File: config.mk
export PLATFORM = sky130hd
export DESIGN_NAME = gpr_writeback
export DESIGN_NICKNAME = d
export VERILOG_FILES = /design/src/rtl/cpu_pkg.sv /design/src/rtl/wb_fifo.sv /design/src/rtl/gpr_writeback.sv
export SDC_FILE = /design/constraint.sdc
export NUM_CORES = 1
export LEC_CHECK = 0
export BUFFER_PORTS_ARGS = -buffer_cell sky130_fd_sc_hd__buf_2
export CORE_UTILIZATION = 49
export CTS_CLUSTER_SIZE = 16
export DETAILED_ROUTE_END_ITERATION = 7
export PLACE_DENSITY = 0.81
export SLEW_MARGIN = 10
export SYNTH_ARGS = -nofsm -noshare
export SYNTH_HDL_FRONTEND = slang
export SYNTH_SLANG_ARGS = --single-unit
File: constraint.sdc
create_clock -name clk -period 4.8 [get_ports clk]
set_clock_uncertainty 0.15 [all_clocks]
set_input_delay 1.44 -clock clk [delete_from_list [all_inputs] [get_ports clk]]
set_output_delay 1.44 -clock clk [all_outputs]
set_load 0.02 [all_outputs]
File: src/rtl/cpu_pkg.sv
// Shared CPU-wide constants and types for the register-file write side.
package cpu_pkg;

    localparam int unsigned REG_ADDR_W = 5;
    localparam int unsigned NUM_REGS   = 32;
    localparam int unsigned DATA_W     = 32;

    localparam logic [REG_ADDR_W-1:0] REG_ZERO = 5'd0;

    // Register-file write-port bundle at the default data width.
    typedef struct packed {
        logic                  we;
        logic [REG_ADDR_W-1:0] waddr;
        logic [DATA_W-1:0]     wdata;
    } wb_port_t;

endpackage

File: src/rtl/wb_fifo.sv
// Small synchronous FIFO holding multi-cycle results until the write port is free.
// Push is ignored when full and pop is ignored when empty, so a push and a pop
// may both happen in one cycle only when the FIFO is neither full nor empty.
module wb_fifo #(
    parameter int unsigned DEPTH = 2,
    parameter int unsigned WIDTH = 37
) (
    input  logic             clk,
    input  logic             reset,
    input  logic             push,
    input  logic [WIDTH-1:0] push_data,
    input  logic             pop,
    output logic [WIDTH-1:0] head,
    output logic             full,
    output logic             empty
);

    localparam int unsigned PTR_W = (DEPTH > 1) ? $clog2(DEPTH) : 1;
    localparam int unsigned CNT_W = PTR_W + 1;

    logic [WIDTH-1:0] mem_q [DEPTH];
    logic [PTR_W-1:0] rd_ptr_q;
    logic [PTR_W-1:0] wr_ptr_q;
    logic [CNT_W-1:0] count_q;
    logic             do_push;
    logic             do_pop;

    // Flags come straight from the registered count.
    assign full    = (count_q == CNT_W'(DEPTH));
    assign empty   = (count_q == '0);
    assign do_push = push & ~full;
    assign do_pop  = pop & ~empty;
    assign head    = mem_q[rd_ptr_q];

    // Storage: data needs no reset, the count decides what is valid.
    always_ff @(posedge clk) begin
        if (do_push) begin
            mem_q[wr_ptr_q] <= push_data;
        end
    end

    // Pointers and occupancy; power-of-two depth lets the pointers wrap naturally.
    always_ff @(posedge clk) begin
        if (reset) begin
            rd_ptr_q <= '0;
            wr_ptr_q <= '0;
            count_q  <= '0;
        end else begin
            if (do_push) begin
                wr_ptr_q <= wr_ptr_q + 1'b1;
            end
            if (do_pop) begin
                rd_ptr_q <= rd_ptr_q + 1'b1;
            end
            case ({do_push, do_pop})
                2'b10:   count_q <= count_q + 1'b1;
                2'b01:   count_q <= count_q - 1'b1;
                default: count_q <= count_q;
            endcase
        end
    end

endmodule

File: src/rtl/gpr_writeback.sv
// Register-file write-side controller: arbitrates the single write port between
// pipeline results (A, highest priority) and queued multi-cycle results (B),
// and keeps a busy scoreboard so decode can stall on pending B destinations.
// Optional feature macro: GPR_WB_BYPASS_EN forwards the registered write into
// the operand read path.
module gpr_writeback #(
    parameter int unsigned FIFO_DEPTH = 2,
    parameter int unsigned DATA_W     = cpu_pkg::DATA_W
) (
    input  logic                           clk,
    input  logic                           reset,
    input  logic                           a_valid,
    input  logic [cpu_pkg::REG_ADDR_W-1:0] a_addr,
    input  logic [DATA_W-1:0]              a_data,
    input  logic                           b_valid,
    output logic                           b_ready,
    input  logic [cpu_pkg::REG_ADDR_W-1:0] b_addr,
    input  logic [DATA_W-1:0]              b_data,
    input  logic                           mark_valid,
    input  logic [cpu_pkg::REG_ADDR_W-1:0] mark_addr,
    input  logic [cpu_pkg::REG_ADDR_W-1:0] rs_addr,
    input  logic [cpu_pkg::REG_ADDR_W-1:0] rt_addr,
    output logic                           stall,
    output logic                           we,
    output logic [cpu_pkg::REG_ADDR_W-1:0] waddr,
    output logic [DATA_W-1:0]              wdata,
    input  logic [DATA_W-1:0]              rd1_in,
    input  logic [DATA_W-1:0]              rd2_in,
    output logic [DATA_W-1:0]              rs_data,
    output logic [DATA_W-1:0]              rt_data
);

    import cpu_pkg::*;

    localparam int unsigned ENTRY_W = REG_ADDR_W + DATA_W;

    logic [NUM_REGS-1:0]   busy_q;
    logic [NUM_REGS-1:0]   busy_d;
    logic                  we_q;
    logic                  we_d;
    logic [REG_ADDR_W-1:0] waddr_q;
    logic [REG_ADDR_W-1:0] waddr_d;
    logic [DATA_W-1:0]     wdata_q;
    logic [DATA_W-1:0]     wdata_d;

    logic                  fifo_push;
    logic                  fifo_pop;
    logic                  fifo_full;
    logic                  fifo_empty;
    logic [ENTRY_W-1:0]    fifo_head;
    logic [REG_ADDR_W-1:0] head_addr;
    logic [DATA_W-1:0]     head_data;
    logic                  a_write;

    assign {head_addr, head_data} = fifo_head;

    // No push-on-pop when full: ready depends only on the registered count.
    assign b_ready   = ~fifo_full;
    assign fifo_push = b_valid & ~fifo_full;

    // An A result to r0 is not a write, so it leaves the slot to the FIFO.
    assign a_write  = a_valid & (a_addr != REG_ZERO);
    assign fifo_pop = ~a_write & ~fifo_empty;

    wb_fifo #(
        .DEPTH (FIFO_DEPTH),
        .WIDTH (ENTRY_W)
    ) u_fifo (
        .clk       (clk),
        .reset     (reset),
        .push      (fifo_push),
        .push_data ({b_addr, b_data}),
        .pop       (fifo_pop),
        .head      (fifo_head),
        .full      (fifo_full),
        .empty     (fifo_empty)
    );

    // Write-port arbitration: A first, then the FIFO head, otherwise idle.
    always_comb begin
        we_d    = 1'b0;
        waddr_d = REG_ZERO;
        wdata_d = '0;
        if (a_write) begin
            we_d    = 1'b1;
            waddr_d = a_addr;
            wdata_d = a_data;
        end else if (fifo_pop && (head_addr != REG_ZERO)) begin
            // A queued r0 result is still popped but never written.
            we_d    = 1'b1;
            waddr_d = head_addr;
            wdata_d = head_data;
        end
    end

    // Scoreboard next state: clear on pop, then set on mark so a same-cycle mark wins.
    always_comb begin
        busy_d = busy_q;
        if (fifo_pop && (head_addr != REG_ZERO)) begin
            busy_d[head_addr] = 1'b0;
        end
        if (mark_valid && (mark_addr != REG_ZERO)) begin
            busy_d[mark_addr] = 1'b1;
        end
    end

    // Registered write port and scoreboard; reset drops queued work and busy bits.
    always_ff @(posedge clk) begin
        if (reset) begin
            we_q    <= 1'b0;
            waddr_q <= REG_ZERO;
            wdata_q <= '0;
            busy_q  <= '0;
        end else begin
            we_q    <= we_d;
            waddr_q <= waddr_d;
            wdata_q <= wdata_d;
            busy_q  <= busy_d;
        end
    end

    assign we    = we_q;
    assign waddr = waddr_q;
    assign wdata = wdata_q;

    assign stall = ((rs_addr != REG_ZERO) & busy_q[rs_addr]) |
                   ((rt_addr != REG_ZERO) & busy_q[rt_addr]);

`ifdef GPR_WB_BYPASS_EN
    logic rs_hit;
    logic rt_hit;

    // Forward the write being committed this cycle so decode sees the new value.
    assign rs_hit  = we_q & (waddr_q != REG_ZERO) & (waddr_q == rs_addr);
    assign rt_hit  = we_q & (waddr_q != REG_ZERO) & (waddr_q == rt_addr);
    assign rs_data = rs_hit ? wdata_q : rd1_in;
    assign rt_data = rt_hit ? wdata_q : rd2_in;
`else
    assign rs_data = rd1_in;
    assign rt_data = rd2_in;
`endif

endmodule

After elaboration in Yosys (flattened, before gate mapping)
Memory sizes are Yosys's and may differ from the RTL's. A register that Yosys moved wholly into a read port is not among the register bits. Index checks and enable logic that the tools add are counted.

Bits in registers: 74. Memory bits (writable): 74. Memories: 1. Input bits: 158.

Muxes and demuxes: 21. Eq/ne operators: 3. Reduce and logical (&&, ||, !) cells: 11. Order comparisons: 6. Bitwise operators: 14. Add/sub/neg operators: 4.

Memory list: u_fifo.mem_q (words 2, width 37, read ports 1, clocked after memory_dff 1, wr ports 1, RTL line wb_fifo.sv:21) `logic [WIDTH-1:0] mem_q [DEPTH];`.

Operators with widths (count): 32-bit 2-to-1 mux (4); 32-bit AND (1); 32-bit inverter (1); 32-bit bitwise OR (1); 5-bit nonzero test (5); 5-bit by 6-bit < comparator with 1-bit output (second input constant) (4); 1-bit binary-select mux with 5-bit select (2); 1-bit demux with 5-bit select (2); 5-bit by 1-bit greater-or-equal comparator with 1-bit output (second input constant) (2); 1-bit 2-to-1 mux (10); 5-bit 2-to-1 mux (2); 1-bit AND (7); 2-bit equality test (second input constant) (2); 1-bit logical AND (4); 2-bit case mux with 2 select lines (1); 1-bit inverter (3); 1-bit adder (second input constant) (2); 2-bit by 1-bit adder with 2-bit output (second input constant) (1); 2-bit by 1-bit equality test with 1-bit output (second input constant) (1); 2-bit zero test (1); 2-bit nonzero test (1); 2-bit by 1-bit subtractor with 2-bit output (second input constant) (1); 1-bit bitwise OR (1).

Longest topological paths before layout
Gate-level depths: netlist of run 1.

Word-level depth: 9. Gate-level depth with buffers: 8. Mapped depth without buffers: 7.

Cells and area by module
A second synthesis of run 1 with hierarchy kept.

Cell total of the unflattened synthesis: 564. Area, all modules: 6588.8 um2.

Modules (own cells, without submodules): gpr_writeback (area an instance 3706.1 um2, cells an instance 423, seq. area each 1401.3 um2, instances 1); wb_fifo (area an instance 2882.8 um2, cells an instance 141, seq. area each 2322.2 um2, instances 1).

Worst setup path before layout of run 1
Ideal clock, no wire load.

Path kind: input to output. Start point: input rt_addr[1] in the netlist's numbering. End point: output stall. Path buffers: 1. Required time: 3.210 ns. Cell stages on the path: 6. Slack: 0.073 ns. Arrival time: 3.137 ns. Cells stage by stage: clkbuf_1 mux4_2 mux2_2 a21oi_1 o21ai_0 a211o_1.

Longest elaborated chain between the ends: 4. Elaborated cells on any way between the ends: 5. Those cells by class: 2 x mux; 2 x bitwise; 1 x reduce/logical.

Ends and longest elaborated chain: from (decl) (RTL line gpr_writeback.sv:22) `input logic [cpu_pkg::REG_ADDR_W-1:0] rt_addr,`; 1-bit binary-select mux with 5-bit select (RTL line gpr_writeback.sv:127) `((rt_addr != REG_ZERO) & busy_q[rt_addr]);`; 1-bit 2-to-1 mux (implied by the code) (RTL line gpr_writeback.sv:127); 1-bit AND (*) (RTL line gpr_writeback.sv:127); 1-bit bitwise OR (*) (RTL line gpr_writeback.sv:126) `assign stall = ((rs_addr != REG_ZERO) & busy_q[rs_addr]) |`; to (decl) (RTL line gpr_writeback.sv:23) `output logic stall,`.

Mark *: on every way between the ends. The rest lies on a longest branch, timed or not. The select of a mux whose other input is x is not followed.

Final worst setup path of run 1
Same ends and word-level chain as after synthesis.

==> results of run 1 <==
==> layout make-up <==
type                            instances  share of cell area
Clock buffer                           21              0.0623
Multi-Input combinational cell        322               0.297
Inverter                                4             0.00203
Timing Repair Buffer                  137              0.0938
Clock inverter                         11              0.0133
Tap cell                              172              0.0290
Sequential cell                       149               0.502
==> power groups by stage <==
| stage | Sequential [W] | Combinational (W) | Clock, W |
|---|---|---|---|
| after detailed placement | 0.00166 | 0.000753 | 0 |
| after global placement | 0.00165 | 0.000731 | 0 |
| after global routing | 0.00165 | 0.000826 | 0.00133 |
| final | 0.00163 | 0.000754 | 0.00125 |
| after CTS | 0.00164 | 0.000760 | 0.00127 |
| after floorplan | 0.00166 | 0.000582 | 0 |
==> state kept, by name, indices dropped and copies added (netlist names), named ones only <==
register and flops:
busy_q 32, u_fifo.count_q 2, u_fifo.mem_q 74, u_fifo.rd_ptr_q 1, u_fifo.wr_ptr_q 1, waddr 5
wdata 32, we 1
==> cell usage in the layout (no fill, tap or decap), drive strengths merged, types with 2 or more instances in the layout <==
cell type  Yosys  layout
buf           75     137
dfxtp         75      75
edfxtp        74      74
nor2          54      54
nand2         45      45
a21oi         41      41
mux2          38      38
o21ai         35      35
a22oi         32      32
clkbuf        18      21
mux4          12      12
mux2i          9       9
nand2b         8       8
nand4          7       7
inv            4       7
clkinv         0       6
or4            5       5
nand3          4       4
a31oi          3       3
o2111ai        3       3
nor2b          3       3
nor3           3       3
nand3b         2       2
or3            2       2
xnor2          2       2
xor2           2       2
==> layer usage <==
layer / share of wire / global-route usage
met1: 0.36 / 0.264
met2: 0.51 / 0.395
met3: 0.11 / 0.0919
met4: 0.020 / 0.0869
met5: 0 / 0.0221
==> logic make-up after synthesis <==
kind of cell / Yosys count / share of synthesized area
and+or+nand+nor: 138 / 0.0966
buffers and inverters: 97 / 0.0945
AOI/OAI and AO/OA: 120 / 0.110
xor gates and xnor gates: 4 / 0.00537
muxes: 59 / 0.121
adders and majority gates: 1 / 0.00192
DFF: 149 / 0.571
==> worst max-delay path by stage <==
stage	start	cells past startpoint	endpoint	slack (ps)
4_1_cts	rt_addr[1]	7	stall	150
6_report	rt_addr[1]	7	stall	160
5_1_grt	rt_addr[1]	7	stall	100
2_1_floorplan	rt_addr[1]	6	stall	70
3_5_place_dp	rt_addr[1]	7	stall	150
3_3_place_gp	rt_addr[1]	7	stall	170
==> worst max-delay path: stages <==
cell     delay [ps]
buf_2           150
mux4_2          510
mux2_2          270
a21oi_1         140
o21ai_0          90
a211o_1         280
buf_2           170
==> metrics by stage <==
step | power, W | worst slack (ps)
3_3_place_gp | 0.00238 | 168
6_report | 0.00364 | 160
5_1_grt | 0.00381 | 95.4
2_1_floorplan | 0.00224 | 73.1
3_5_place_dp | 0.00241 | 155
4_1_cts | 0.00367 | 155
==> impl_metrics.ini, run 1 <==
[detailed_routing]
vias = 4621
routedWlPerCell_um = 19.1
wirelength_mm = 15.6
first_pass_iters = 5
drc = 0
initialDrtViolationCount = 373
drtAntennaViolNets = 0
vias_per_cell = 5.66

[layout]
final_area_um2 = 7410
n_antenna_cell = 0
ff_latch_area_um2 = 3720
fillers = 1090
synthToLayoutAreaGrowth_pct = 13.6
fin_util = 0.578
drive_gt1_frac = 0.349
fin_nets = 790
multiInputGateArea_um2 = 2200
instances_no_fill = 816

[synth]
synthTopCellsByCount = dfxtp_1 (75), edfxtp_1 (74), buf_4 (64)
synthesis.nets = 727
synth_top_cell_area_share = 0.340
netlist_top_cells_area = edfxtp_1 (34%), dfxtp_1 (23%), buf_4 (7.4%)
synth_area_um2 = 6530
synth-seq-area-share = 0.571
synthMostInstantiatedCell = dfxtp_1
synthArstFlopShare = 0
ys_seq_elements = 149
syn_inst = 568
ys_warn_count = 0
synth_area_leader_cell = edfxtp_1
avgSynthCellArea_um2 = 11.5
synth_cell_types = 42
ys.flop_type = dfxtp_1
synth_edf_count = 74

[timing]
fmax_mhz = 216
rsz0062_at_grt = false
hold_viol_final = 0
min_period_ps = 4640
timing.final.crit_share = 0.967
tightestPinTransition_ps = 1060
tns_ps = 0
drv_slew = 0
slew_headroom = 0.290
timing.hold.ws_ps = 350
setup_viol_count_final = 0

[cts]
cts_resized = 0
cts_buffers = 17
clk_path_buf_depth = 2
root_buffer = clkbuf_16
cts_tree = built
cts_hold_buf = 0
ctsHtreeMaxLevel = 4
postCtsSetupBuffers = 0
clk_pin_slew_ps = 60
cts_sinks = 149
insertion_delay_ps = 420

[die]
die_x_um = 117
rows = 41
initial_utilization = 0.509
boundaryPins = 262
core_um2 = 12800
die_area_um2 = 13800
die_h_um = 117

[worst_hold_path]
holdPathEnd = busy_q[0]
hold_path_class = register to register
min-delay-start = busy_q[0]
whs_path_depth = 1

[critical_path]
crit_type = input pin to primary output
cp.arrival_ps = 3050
crit_path_end_kind = primary output
crit_required_ps = 3210
critPathLaunchType = input pin
rrSetupSlack_ps = 2070
ff2ff_path_depth = 6
cp_max_fo = 4
timing.rr.end = wdata[6]

[grt]
globalRouteTotalUtil = 0.234
grt_pass1_vias = 4608
grt_max_degree = 55
antenna_found_initial = 0
grt_pass1_wl_mm = 24.7
overflow = 0

[power]
p_per_area_nw_per_um2 = 491
combPwrFrac = 0.207
pwr-share-seq = 0.448
intPower_w = 0.00258
power_switching_w = 0.00106
p_sw_frac = 0.292
vdd_drop_max_v = 0.000274
total_leakage_power_nw = 2.83
clock_power_share = 0.345

[place]
io_buffers = 133
place_area_um2 = 6850
dp_hpwl_mm = 11.2
gp_congestion = 0.958
placed_cells = 784

[run]
max_cap_violations = 0

[run_status]
outcome = finished, final reports clean
(Power assumes the default switching activity.)
==> inputs of run 2 (changes only) <==
--- a/config.mk
+++ b/config.mk
@@ -5,11 +5,14 @@
 export SDC_FILE = /design/constraint.sdc
 export NUM_CORES = 1
 export LEC_CHECK = 0
-export BUFFER_PORTS_ARGS = -buffer_cell sky130_fd_sc_hd__buf_2
-export CORE_UTILIZATION = 49
+export BUFFER_PORTS_ARGS = -buffer_cell sky130_fd_sc_hd__clkbuf_2
+export CELL_PAD_IN_SITES_DETAIL_PLACEMENT = 0
+export CELL_PAD_IN_SITES_GLOBAL_PLACEMENT = 1
+export CORE_MARGIN = 2
+export CORE_UTILIZATION = 37
 export CTS_CLUSTER_SIZE = 16
 export DETAILED_ROUTE_END_ITERATION = 7
-export PLACE_DENSITY = 0.81
+export PLACE_DENSITY_LB_ADDON = 0.1
 export SLEW_MARGIN = 10
 export SYNTH_ARGS = -nofsm -noshare
 export SYNTH_HDL_FRONTEND = slang
==> run 2 against run 1 <==
  * Critical path depth did not move
  * First-iteration DRC count fell by 34%
  * Sequential power barely moved
  * Non-clock buffer count did not move
  * Wire length fell by 0.68%
  * Worst setup slack improved by 4.0 ps
==> impl_metrics.ini, run 2 (synthesis gave the netlist of run 1 again) <==
[critical_path]
cp_max_fo = 4
crit_required_ps = 3210
crit_path_end_kind = primary output
critPathLaunchType = input pin
slowest_stage = mux4_2
critPathBufInv = 2
cp_slowest_stage_delay_ps = 510
crit_type = input pin to primary output
cp.arrival_ps = 3050
path_common_cell = clkbuf_2
worstPathCellList = clkbuf_2, mux4_2, mux2_2, a21oi_1, o21ai_0, a211o_1, clkbuf_2
cp_top_family = multiplexers

[die]
die_h_um = 137
boundaryPins = 262
die_x_um = 137
rows = 48
die_area_um2 = 18700
initial_utilization = 0.377
core_um2 = 17300

[place]
gp_congestion = 0.816
dp_hpwl_mm = 11.0
place_area_um2 = 6920
io_buffers = 133
placed_cells = 837
post-place-ws_ps = 140

[cts]
cts_buffers = 17
postCtsSetupBuffers = 0
root_buffer = clkbuf_16
clk_path_buf_depth = 2
clk_pin_slew_ps = 60
ctsHtreeMaxLevel = 4
cts_tree = built
cts_resized = 0
insertion_delay_ps = 420
cts_hold_buf = 0
cts_sinks = 149

[layout]
drive_gt1_frac = 0.355
n_antenna_cell = 0
final_area_um2 = 7520
synthToLayoutAreaGrowth_pct = 15.2
final_common_cell = clkbuf_2
fin_nets = 790
regMostFlops = u_fifo.mem_q
final_cell_mix = clkbuf_2 (133), dfxtp_1 (74), edfxtp_1 (74), nor2_1 (53), nand2_1 (45)
instances_no_fill = 868
largest_reg_flops = 74

[detailed_routing]
wirelength_mm = 15.5
drc = 0
vias_per_cell = 5.10
initialDrtViolationCount = 245
vias = 4424
first_pass_iters = 7
routedWlPerCell_um = 17.8
drtAntennaViolNets = 0

[power]
vdd_drop_max_v = 0.000259
p_per_area_nw_per_um2 = 497
clock_power_share = 0.363
combPwrFrac = 0.201
intPower_w = 0.00265
p_sw_frac = 0.291
power_switching_w = 0.00109
total_leakage_power_nw = 2.84
pwr-share-seq = 0.436

[timing]
min_period_ps = 4640
fmax_mhz = 216
timing.hold.ws_ps = 334
tns_ps = 0
drv_slew = 0
tightestPinTransition_ps = 982
rsz0062_at_grt = false
slew_headroom = 0.346
final.setup.worst_slack_ps = 164
setup_viol_count_final = 0
hold_viol_final = 0
timing.final.crit_share = 0.966

[run_status]
outcome = finished, final reports clean

[grt]
antenna_found_initial = 2
grt_pass1_wl_mm = 24.1
grt_max_degree = 46
globalRouteTotalUtil = 0.173
grt_pass1_vias = 4584
overflow = 0

[worst_hold_path]
hold_path_class = register to register

[run]
max_cap_violations = 0
-- run 2: cell types whose count changed in the layout (fill, tap and decap cells not counted), moves of 2 or more --
cell        previous run  this run
clkinvlp_4             1         3
bufinv_16              1         3
clkbuf_1               3         0
clkbuf_2               0       133
clkinv_2               4         2
buf_2                133         0
inv_6                  2         4
-- run 2: layout make-up --
cell class                      count  area [µm²]
Inverter                            4        15.0
Fill cell                        1654        9780
Tap cell                          225         282
Clock buffer                       17         425
Multi-Input combinational cell    322        2200
Sequential cell                   149        3720
Timing Repair Buffer              137         696
Clock inverter                     14         175
-- run 2: path summary, 6_finish.rpt --
path | end | depth (start not counted) | slack (ps) | startpoint
worst min register to register | busy_q[5] | 2 | 330 | busy_q[5]
worst min-delay path | busy_q[5] | 2 | 330 | busy_q[5]
worst max register to register | wdata[14] | 6 | 2020 | register
worst max-delay path | stall | 7 | 160 | rt_addr[1]
-- run 2: power groups by stage --
stage | Clock (W) | Sequential, W | Combinational [W]
final | 0.00136 | 0.00163 | 0.000752
after global routing | 0.00144 | 0.00166 | 0.000834
after CTS | 0.00139 | 0.00163 | 0.000770
after detailed placement | 0 | 0.00166 | 0.000765
after global placement | 0 | 0.00166 | 0.000760
after floorplan | 0 | 0.00166 | 0.000582
-- run 2: through the flow --
step	util	power (W)
final	0.435	0.00374
after global routing	0.435	0.00393
after CTS	0.435	0.00379
after detailed placement	0.400	0.00242
after global placement	0.400	0.00242
after floorplan	-	0.00224
-- run 2: layer usage --
layer  global-route usage  wire length (µm)  vias to the layer above
met5                    0                13                        -
met4               0.0813               522                        2
met3               0.0685              1190                       51
met2                0.287              7680                      147
met1                0.196              6060                     2097
li1                     -                 -                     2127
-- run 2: worst reg2reg max path: cells and delay by family, from the launching register on --
family	cells	cell delay [ps]
AND/OR/NAND/NOR	2	590
AO/OA/AOI/OAI	3	630
buffers and inverters	1	290
flip-flops	1	970
==> inputs of run 3 (changes only) <==
--- a/config.mk
+++ b/config.mk
@@ -6,13 +6,12 @@
 export NUM_CORES = 1
 export LEC_CHECK = 0
 export BUFFER_PORTS_ARGS = -buffer_cell sky130_fd_sc_hd__clkbuf_2
-export CELL_PAD_IN_SITES_DETAIL_PLACEMENT = 0
-export CELL_PAD_IN_SITES_GLOBAL_PLACEMENT = 1
 export CORE_MARGIN = 2
-export CORE_UTILIZATION = 37
+export CORE_UTILIZATION = 49
 export CTS_CLUSTER_SIZE = 16
 export DETAILED_ROUTE_END_ITERATION = 7
-export PLACE_DENSITY_LB_ADDON = 0.1
+export GPL_TIMING_DRIVEN = 0
+export PLACE_DENSITY = 0.81
 export SLEW_MARGIN = 10
 export SYNTH_ARGS = -nofsm -noshare
 export SYNTH_HDL_FRONTEND = slang
==> run 3 against run 2 <==
  * Sequential power down 3%
  * Global-route usage up 4.9 points
  * Design area up 11%
  * Highest routed layer is now met4
  * Die area down 24%
  * Clock-buffer cell count up 4
  * Largest power group unchanged
  * Largest cell class unchanged
  * Utilization up 20 points
==> impl_metrics.ini, run 3 (synthesis gave the netlist of run 1 again) <==
[cts]
cts_tree = built
postCtsSetupBuffers = 0
insertion_delay_ps = 410
ctsHtreeMaxLevel = 4
cts_sinks = 149
root_buffer = clkbuf_16
clk_path_buf_depth = 2
cts_buffers = 17
clk_pin_slew_ps = 60

[run]
max_cap_violations = 0

[layout]
ff_latch_area_um2 = 3720
fin_nets = 938
instances_no_fill = 968
final_common_cell = clkbuf_2
multiInputGateArea_um2 = 2190
largest_reg_flops = 74
final_area_um2 = 8360
n_antenna_cell = 0
regMostFlops = u_fifo.mem_q
drive_gt1_frac = 0.443
fillers = 1048
synthToLayoutAreaGrowth_pct = 28.0
final_cell_mix = clkbuf_2 (193), dfxtp_1 (75), edfxtp_1 (74), buf_4 (64), nor2_1 (53)
fin_util = 0.636

[timing]
tightestPinTransition_ps = 622
slew_headroom = 0.585
timing.final.crit_share = 0.982
fmax_mhz = 212
drv_slew = 0
hold_viol_final = 0
rsz0062_at_grt = false
tns_ps = 0
setup_viol_count_final = 0
min_period_ps = 4710

[die]
die_x_um = 119
initial_utilization = 0.497
die_h_um = 119
boundaryPins = 262
core_um2 = 13100
rows = 42
die_area_um2 = 14300

[critical_path]
critPathBufInv = 2
critPathLaunchType = input pin
cp_slowest_stage_delay_ps = 530
cp_max_fo = 10
cp.arrival_ps = 3120
crit_type = input pin to primary output
cp_top_family = multiplexers
crit_path_end_kind = primary output
worstPathCellList = clkbuf_4, mux4_2, mux2_2, a21oi_1, o21ai_0, a211o_1, clkbuf_2
crit_required_ps = 3210
slowest_stage = mux4_2

[detailed_routing]
drc = 0
first_pass_iters = 4
drtAntennaViolNets = 0
vias_per_cell = 5.26
routedWlPerCell_um = 16.4
vias = 5087
wirelength_mm = 15.9
initialDrtViolationCount = 270

[power]
p_total_w = 0.00385
vdd_drop_max_v = 0.000274
pwr-share-seq = 0.411
p_sw_frac = 0.291
power_switching_w = 0.00112
intPower_w = 0.00273
combPwrFrac = 0.244
clock_power_share = 0.345
p_per_area_nw_per_um2 = 460
total_leakage_power_nw = 3.45

[grt]
grt_max_degree = 28
antenna_found_initial = 0
grt_pass1_vias = 4908
overflow = 0
globalRouteTotalUtil = 0.222
grt_pass1_wl_mm = 24.5

[place]
dp_hpwl_mm = 11.9
placed_cells = 938
place_area_um2 = 7760
io_buffers = 192
gp_congestion = 0.851

[worst_hold_path]
hold_path_class = register to register

[run_status]
outcome = finished, final reports clean
-- run 3: changes by cell type in the layout (fill, tap and decap cells not counted), sizes merged --
cell / delta
clkinv: +2
clkbuf: +80
inv: -4
clkinvlp: -1
buf: +72
-- run 3: path summary, 6_finish.rpt --
| kind | from | to | slack, ps | depth (start not counted) |
|---|---|---|---|---|
| max | rt_addr[1] | stall | 90 | 7 |
| min | busy_q[0] | busy_q[0] | 330 | 1 |
| max reg2reg | register | wdata[26] | 2500 | 7 |
| min reg2reg | busy_q[0] | busy_q[0] | 330 | 1 |
-- run 3: worst reg2reg max path: stages, from the launching register on --
cell and delay [ps]:
dfxtp_1 360, buf_2 260, mux2_2 260, nor2_1 100
a211oi_2 540, buf_2 350, a22oi_1 100, nor2_1 120
-- run 3: cell type report --
type / count / share of cell area
timing repair buffer: 194 / 0.121
clock inverter: 11 / 0.0184
clock buffer: 21 / 0.0527
inverter: 4 / 0.00180
multi-input combinational: 322 / 0.263
buffer: 91 / 0.0717
tap: 176 / 0.0264
sequential: 149 / 0.446
-- run 3: per-layer routing --
layer / track usage / vias to the layer above / routed length, µm
met5: 0 / - / 0
met4: 0.0603 / 0 / 216
met3: 0.0694 / 19 / 1460
met2: 0.385 / 229 / 7940
met1: 0.266 / 2407 / 6280
li1: - / 2432 / -
-- run 3: power by group through the flow --
stage / logic [W] / registers, W / clock network (W)
after global routing: 0.00102 / 0.00159 / 0.00139
after CTS: 0.000948 / 0.00158 / 0.00134
after floorplan: 0.000582 / 0.00166 / 0
final: 0.000940 / 0.00158 / 0.00133
after detailed placement: 0.000943 / 0.00161 / 0
after global placement: 0.000903 / 0.00160 / 0
-- run 3: per-stage QoR --
step,hold slack (ps),worst slack [ps]
final,330,86.7
after global routing,359,8.01
after CTS,333,58.6
after detailed placement,322,-263
after global placement,321,-240
after floorplan,301,73.1
-- run 3: what timing repair did --
action	in CTS	in global routing
endpoints found under the setup margin	1	0
hold buffers	0	0
gates resized for setup	3	0
